File: src/rtl/conv_addr_pkg.sv
// conv_addr_pkg: shared types for the sliding-window address generator.
//   state_e     : controller states (IDLE, RUN, DONE)
//   cfg_t       : latched layer configuration
//   beat_count  : number of beats a configuration produces (0 when illegal)
package conv_addr_pkg;

  localparam int CA_DIM_W  = 9;
  localparam int CA_CH_W   = 4;
  localparam int CA_ADDR_W = 18;

  typedef enum logic [1:0] {
    IDLE = 2'd0,
    RUN  = 2'd1,
    DONE = 2'd2
  } state_e;

  typedef struct packed {
    logic [CA_DIM_W-1:0] img_w;
    logic [CA_DIM_W-1:0] img_h;
    logic [CA_DIM_W-1:0] ker_w;
    logic [CA_DIM_W-1:0] ker_h;
    logic [CA_DIM_W-1:0] stride;
    logic [CA_CH_W-1:0]  num_ch;
    logic [1:0]          pad;
  } cfg_t;

  function automatic int unsigned beat_count(cfg_t c);
    int unsigned ew, eh, kw, kh, s, ch;
    ew = 32'(c.img_w) + 32'(c.pad) * 2;
    eh = 32'(c.img_h) + 32'(c.pad) * 2;
    kw = 32'(c.ker_w);
    kh = 32'(c.ker_h);
    s  = 32'(c.stride);
    ch = 32'(c.num_ch);
    if (c.img_w == '0 || c.img_h == '0 || kw == 0 || kh == 0 || s == 0 || ch == 0 ||
        kw > ew || kh > eh)
      return 0;
    return ch * kw * kh * ((ew - kw) / s + 1) * ((eh - kh) / s + 1);
  endfunction

endpackage

File: src/rtl/conv_addr_cnt.sv
// conv_addr_cnt: one loop level of the window sweep.
//   clk, reset : clock, async active-high reset
//   clr        : force the count back to 0 (run start)
//   en         : advance by step this cycle
//   step/limit : increment and largest legal value
//   nxt        : value the counter takes at the next edge
//   at_last    : current value is the final one (another step would pass limit)
//   wrap       : advancing from the final value back to 0 this cycle
module conv_addr_cnt #(
  parameter int W = 10
) (
  input  logic         clk,
  input  logic         reset,
  input  logic         clr,
  input  logic         en,
  input  logic [W-1:0] step,
  input  logic [W-1:0] limit,
  output logic [W-1:0] nxt,
  output logic         at_last,
  output logic         wrap
);

  logic [W-1:0] cnt;
  logic [W:0]   sum;

  // one extra bit so cnt+step cannot alias past limit
  assign sum     = {1'b0, cnt} + {1'b0, step};
  assign at_last = sum > {1'b0, limit};
  assign wrap    = en & at_last;

  always_comb begin
    nxt = cnt;
    if (clr)     nxt = '0;
    else if (en) nxt = at_last ? '0 : sum[W-1:0];
  end

  always_ff @(posedge clk or posedge reset)
    if (reset) cnt <= '0;
    else        cnt <= nxt;

endmodule

File: src/rtl/conv_addr_gen.sv
// conv_addr_gen: sliding-window read-address generator for the conv engine.
// Sweeps a KH x KW window over a W x H image (C channel planes at ch*W*H),
// origin stepping by S, emitting one linear address per accepted beat.
// Loop order, innermost first: kx, ky, ch, ox, oy.
// Ports:
//   clk, reset        clock, async active-high reset
//   start             pulse, latches cfg_* when idle
//   cfg_*             image/kernel dims, stride, channel count (cfg_pad: pad width)
//   addr/addr_valid/addr_ready  beat handshake; beat held until accepted
//   addr_pad          beat lies in zero padding, addr forced to 0
//   win_last          last beat of the current window
//   busy              run in progress (through the done cycle)
//   conv_done         one-cycle pulse after the final accept
//   cfg_err           sticky until next start: illegal configuration seen
// Build option: define CONV_ADDR_PAD_EN to add cfg_pad/addr_pad and zero padding;
// without it the pad width is fixed at 0 and all coordinates are unsigned.
module conv_addr_gen
  import conv_addr_pkg::*;
#(
  parameter int DIM_W  = CA_DIM_W,
  parameter int CH_W   = CA_CH_W,
  parameter int ADDR_W = CA_ADDR_W
) (
  input  logic              clk,
  input  logic              reset,
  input  logic              start,
  input  logic [DIM_W-1:0]  cfg_img_w,
  input  logic [DIM_W-1:0]  cfg_img_h,
  input  logic [DIM_W-1:0]  cfg_ker_w,
  input  logic [DIM_W-1:0]  cfg_ker_h,
  input  logic [DIM_W-1:0]  cfg_stride,
  input  logic [CH_W-1:0]   cfg_num_ch,
`ifdef CONV_ADDR_PAD_EN
  input  logic [1:0]        cfg_pad,
`endif
  output logic [ADDR_W-1:0] addr,
  output logic              addr_valid,
  input  logic              addr_ready,
`ifdef CONV_ADDR_PAD_EN
  output logic              addr_pad,
`endif
  output logic              win_last,
  output logic              busy,
  output logic              conv_done,
  output logic              cfg_err
);

  localparam int CW = DIM_W + 1;            // counter width (origin can reach W+2P-KW)
  localparam int EW = DIM_W + 2;            // W+2P
  localparam int FW = CH_W + 2*DIM_W + 2;   // full-width address before truncation
  localparam int NL = 5;                    // kx, ky, ch, ox, oy

  state_e state, state_n;
  cfg_t   cfg_in, cfg_q;
  logic [1:0] pad_in;
  logic [EW-1:0] ext_w_in, ext_h_in, ext_w_q, ext_h_q;
  logic legal_in, start_ok, load, fire, fin;

  logic [NL-1:0][CW-1:0] step, lim, nxt;
  logic [NL-1:0]         en, at_last, wrap;

  logic [DIM_W-1:0] w_n, h_n, kw_n, kh_n;
  logic [CH_W-1:0]  c_n;
  logic [FW-1:0]    a_full;
  logic             wl_n;

`ifdef CONV_ADDR_PAD_EN
  localparam int SW = DIM_W + 3;
  logic [1:0]          p_n;
  logic signed [SW-1:0] xs, ys;
  logic                pad_n;
  assign pad_in = cfg_pad;
`else
  assign pad_in = 2'd0;
`endif

  always_comb begin
    cfg_in        = '0;
    cfg_in.img_w  = cfg_img_w;
    cfg_in.img_h  = cfg_img_h;
    cfg_in.ker_w  = cfg_ker_w;
    cfg_in.ker_h  = cfg_ker_h;
    cfg_in.stride = cfg_stride;
    cfg_in.num_ch = cfg_num_ch;
    cfg_in.pad    = pad_in;
  end

  assign ext_w_in = EW'(cfg_in.img_w) + EW'({cfg_in.pad, 1'b0});
  assign ext_h_in = EW'(cfg_in.img_h) + EW'({cfg_in.pad, 1'b0});
  assign ext_w_q  = EW'(cfg_q.img_w)  + EW'({cfg_q.pad, 1'b0});
  assign ext_h_q  = EW'(cfg_q.img_h)  + EW'({cfg_q.pad, 1'b0});

  assign legal_in = (cfg_in.img_w != '0) && (cfg_in.img_h != '0) &&
                    (cfg_in.ker_w != '0) && (cfg_in.ker_h != '0) &&
                    (cfg_in.stride != '0) && (cfg_in.num_ch != '0) &&
                    (EW'(cfg_in.ker_w) <= ext_w_in) && (EW'(cfg_in.ker_h) <= ext_h_in);

  assign start_ok = (state == IDLE) && start;
  assign load     = start_ok && legal_in;
  assign fire     = addr_valid && addr_ready;
  // final beat: every loop level wraps on this accept
  assign fin      = &wrap;

  // ---------------- FSM ----------------
  always_ff @(posedge clk or posedge reset)
    if (reset) state <= IDLE;
    else       state <= state_n;

  always_comb begin
    state_n = state;
    unique case (state)
      IDLE:    if (start) state_n = legal_in ? RUN : DONE;
      RUN:     if (fin)   state_n = DONE;
      DONE:    state_n = IDLE;
      default: state_n = IDLE;
    endcase
  end

  assign busy      = (state != IDLE);
  assign conv_done = (state == DONE);

  // ---------------- loop counters ----------------
  always_comb begin
    step[0] = CW'(1);              lim[0] = CW'(cfg_q.ker_w) - CW'(1);
    step[1] = CW'(1);              lim[1] = CW'(cfg_q.ker_h) - CW'(1);
    step[2] = CW'(1);              lim[2] = CW'(cfg_q.num_ch) - CW'(1);
    step[3] = CW'(cfg_q.stride);   lim[3] = CW'(ext_w_q - EW'(cfg_q.ker_w));
    step[4] = CW'(cfg_q.stride);   lim[4] = CW'(ext_h_q - EW'(cfg_q.ker_h));
  end

  // level i advances when every inner level is on its last value
  always_comb begin
    en[0] = fire;
    for (int i = 1; i < NL; i++) en[i] = en[i-1] & at_last[i-1];
  end

  for (genvar i = 0; i < NL; i++) begin : g_cnt
    conv_addr_cnt #(.W(CW)) u_cnt (
      .clk     (clk),
      .reset   (reset),
      .clr     (load),
      .en      (en[i]),
      .step    (step[i]),
      .limit   (lim[i]),
      .nxt     (nxt[i]),
      .at_last (at_last[i]),
      .wrap    (wrap[i])
    );
  end

  // ---------------- next-beat address ----------------
  // Outputs are registered from the counters' next values; on the start edge
  // the config inputs are used directly so beat 0 is valid one cycle later.
  assign w_n  = load ? cfg_in.img_w  : cfg_q.img_w;
  assign h_n  = load ? cfg_in.img_h  : cfg_q.img_h;
  assign kw_n = load ? cfg_in.ker_w  : cfg_q.ker_w;
  assign kh_n = load ? cfg_in.ker_h  : cfg_q.ker_h;
  assign c_n  = load ? cfg_in.num_ch : cfg_q.num_ch;

  assign wl_n = (nxt[0] == CW'(kw_n) - CW'(1)) &&
                (nxt[1] == CW'(kh_n) - CW'(1)) &&
                (nxt[2] == CW'(c_n)  - CW'(1));

`ifdef CONV_ADDR_PAD_EN
  assign p_n = load ? cfg_in.pad : cfg_q.pad;

  always_comb begin
    xs = $signed(SW'(nxt[3])) + $signed(SW'(nxt[0])) - $signed(SW'(p_n));
    ys = $signed(SW'(nxt[4])) + $signed(SW'(nxt[1])) - $signed(SW'(p_n));
    pad_n = (xs < 0) || (xs >= $signed(SW'(w_n))) ||
            (ys < 0) || (ys >= $signed(SW'(h_n)));
    a_full = '0;
    if (!pad_n)
      a_full = FW'(nxt[2]) * FW'(w_n) * FW'(h_n) +
               FW'($unsigned(ys)) * FW'(w_n) + FW'($unsigned(xs));
  end
`else
  assign a_full = FW'(nxt[2]) * FW'(w_n) * FW'(h_n) +
                  (FW'(nxt[4]) + FW'(nxt[1])) * FW'(w_n) +
                  FW'(nxt[3]) + FW'(nxt[0]);
`endif

  // ---------------- output / config registers ----------------
  always_ff @(posedge clk or posedge reset)
    if (reset) begin
      cfg_q      <= '0;
      cfg_err    <= 1'b0;
      addr_valid <= 1'b0;
      addr       <= '0;
      win_last   <= 1'b0;
`ifdef CONV_ADDR_PAD_EN
      addr_pad   <= 1'b0;
`endif
    end else begin
      if (start_ok) begin
        cfg_q   <= cfg_in;
        cfg_err <= ~legal_in;
      end
      if (load)     addr_valid <= 1'b1;
      else if (fin) addr_valid <= 1'b0;
      if (fin) begin
        addr     <= '0;
        win_last <= 1'b0;
`ifdef CONV_ADDR_PAD_EN
        addr_pad <= 1'b0;
`endif
      end else if (load || fire) begin
        addr     <= a_full[ADDR_W-1:0];
        win_last <= wl_n;
`ifdef CONV_ADDR_PAD_EN
        addr_pad <= pad_n;
`endif
      end
    end

endmodule

File: config.mk
export PLATFORM = sky130hd
export DESIGN_NAME = conv_addr_gen
export DESIGN_NICKNAME = d
export VERILOG_FILES = /design/src/rtl/conv_addr_pkg.sv /design/src/rtl/conv_addr_cnt.sv /design/src/rtl/conv_addr_gen.sv
export SDC_FILE = /design/constraint.sdc
export NUM_CORES = 1
export LEC_CHECK = 0
export CORE_UTILIZATION = 60
export CTS_CLUSTER_DIAMETER = 40
export DETAILED_ROUTE_END_ITERATION = 16
export PLACE_DENSITY = 0.78
export SKIP_CTS_REPAIR_TIMING = 1
export SLEW_MARGIN = 30
export SYNTH_ARGS = -nofsm -noshare
export SYNTH_HDL_FRONTEND = slang
export SYNTH_HIERARCHICAL = 1
export SYNTH_SLANG_ARGS = --single-unit
File: constraint.sdc
create_clock -name clk -period 18.6 [get_ports clk]
set_clock_uncertainty 0.15 [all_clocks]
set_input_delay 5.58 -clock clk [delete_from_list [all_inputs] [get_ports clk]]
set_output_delay 5.58 -clock clk [all_outputs]
set_load 0.005 [all_outputs]
==> results.txt <==
status: complete, no violations
share of post-route cells with drive strength above 1: 6.585%
first-pass GRT wire length: 94,390 um
Num CTS Buffers: 17
distinct cell type count after synthesis: 71
Die H: 189.2 um
dpl hpwl: 47,810 um
Cell Area, Synth: 0.02103 sq mm
Peak Freq: 55.64 MHz
Placer Congestion: 0.9616
Yosys top cell area share: 23.80%
Rel. slew slack: 40.61%
Initial Util: 60.87%
Syn. warnings: 6
final setup violation count: 0
vias per cell: 5.811
Design Area, Final: 0.02294 sq mm
Worst-Skew Late Latency: 430 ps
Critical path origin: cfg_img_w[3]
hold crit path type: flop to flop
CTS clk-pin slew, worst paths: 60 ps
Critical path buffers and inverters: 10
synthesized flop and latch total: 122
DRT Pass-1 Iters: 5
Total GRT Usage: 34.08%
Post-synth EDFFs: 0
pin count of the biggest net entering global routing: 75
fin crit share: 96.63%
clock buffer depth: 2
fillcell total: 2,852
crit-path max FO: 29
Hold Crit Start: addr[5]
Layout area overhead: 9.117%
setup tns final: 0 ps
RSZ-0062 raised after global routing: false
top area cells in the synthesized netlist: fa_1 24%, ha_1 16%, dfrtp_1 15%
sequential-to-total area share from yosys stat: 14.52%
fin. max-slew vios: 0
CP Capture Type: flop
Worst path max stage delay: 580 ps
Post-synth top cells: 421 x inv_1, 264 x ha_1, 262 x nand2_1, 250 x fa_1, 122 x dfrtp_1
final WL: 57,530 um
Main synth FF type: dfrtp_1
DRC viols: 0
Die ar.: 0.03579 sq mm
most common cell in the netlist: inv_1
CTS Root Cell: clkbuf_16
slew at the pin closest to its max-slew limit: 866.1 ps
RR Startpoint: g_cnt[0].u_cnt/cnt[0]
Port Buf Inserts: 75
io pins: 76
final global-route overflow total: 0
Syn Inst Count: 2,363
via count of the first global-routing pass: 18,070
CP Class: primary input to flop
Sink Count: 122
Fin. Hold Viols: 0
Layout Nets: 3,016
initial detailed-routing violation count: 1,192
WP data required: 18,770 ps
Die X: 189.2 um
Rows: 68
cell mode on critical path: fa_1
H-tree depth: 4
DRT antenna net count: 0
max_cap viols: 0
DR vias: 16,950
crit path time final: 17,970 ps
syn_area_per_cell: 8.898 sq um
initial antenna violation count: 1
CP max stage cell: a21o_1
crit path DAT: 18,150 ps
core footprint: 0.03454 sq mm
placed inst area: 0.02237 sq mm
CP delay by family, top: adder cells
startpoint types: primary input
Post-synth ARST share: 100.0%
Synth area leader: fa_1
TritonCTS clock tree: yes
Avg WL per Cell: 19.73 um
sequential cells by signal, summed over array words and instances, names as in the netlist:
name / count
g_cnt.u_cnt/cnt: 50
addr_valid: 1
cfg_q: 49
cfg_err: 1
addr: 18
win_last: 1
state: 2
area by class of cell:
type	instances	area, sq um	area share, %
Sequential cell	122	3053	13.31
Inverter	422	1585	6.910
Clock buffer	21	450.4	1.963
Multi-Input combinational cell	1791	16280	70.95
Antenna cell	1	2.502	0.01091
Tap cell	455	569.3	2.481
Timing Repair Buffer	95	904.6	3.943
Clock inverter	9	100.1	0.4363
logic make-up (layout without fill, tap and decap cells):
family / after synthesis / count (layout) / share of synthesized area [%]
flip-flops: 122 / 122 / 14.52
buffers and inverters: 483 / 547 / 8.849
multiplexers: 47 / 47 / 2.458
other: 2 / 36 / 0.03572
XOR/XNOR: 162 / 162 / 6.945
adder cells (fa/ha/maj): 514 / 514 / 39.51
AND/OR/NAND/NOR: 648 / 648 / 14.92
AO/OA/AOI/OAI: 385 / 385 / 12.76
final timing paths:
| check | end | slack [ps] | cells past startpoint |
|---|---|---|---|
| max | addr[17] | 630 | 49 |
| min | addr[5] | 330 | 2 |
| max reg2reg | addr[17] | 4030 | 56 |
| min reg2reg | addr[5] | 330 | 2 |
| max in group asynchronous | addr[1] | 11760 | 3 |
| min in group asynchronous | g_cnt[1].u_cnt/cnt[3] | 5830 | 2 |
through the flow:
step	instances	setup WS [ps]	utilization (%)	hold WS, ps
2_1_floorplan	2396	692.1	-	272.3
3_3_place_gp	2885	655.0	64.72	289.3
3_5_place_dp	2885	313.4	64.76	302.8
4_1_cts	2915	736.5	66.36	310.1
5_1_grt	2916	59.44	66.42	348.0
6_report	2916	626.0	66.42	325.5
per-layer routing:
metal	GRT usage (%)	share of wire, %	vias to the layer above
li1	-	-	7845
met1	42.21	40	8315
met2	58.16	48	644
met3	6.006	7.0	142
met4	15.14	4.5	0
met5	0	0	-
worst register-to-register path, delay by kind of cell, from the launching register on:
kind                       cells  cell delay [ps]
AOI/OAI and AO/OA             14             3030
adders and majority gates     15             6190
buffers and inverters          7              400
and+or+nand+nor                9             1740
DFF                            1              350
xor gates and xnor gates      11             2600
layout by cell type, fill, tap and decap left out, types with 17 or more instances in the layout:
master,instances
inv_1,420
ha_1,264
nand2_1,262
fa_1,250
dfrtp_1,122
xnor2_1,116
nor2_1,109
and2_1,97
a21oi_1,94
clkdlybuf4s50_1,75
o21ai_0,70
a22o_2,50
nand3_1,42
a21o_1,42
xor2_1,42
conb_1,35
mux2_2,33
nor2b_1,25
nor3_1,21
and3_1,20
buf_4,19
nand2b_1,17
clkbuf_16,17
Power is left out: the tool's default activity adds up to more than one toggle a clock period on the data nets, which glitch-free logic cannot reach.
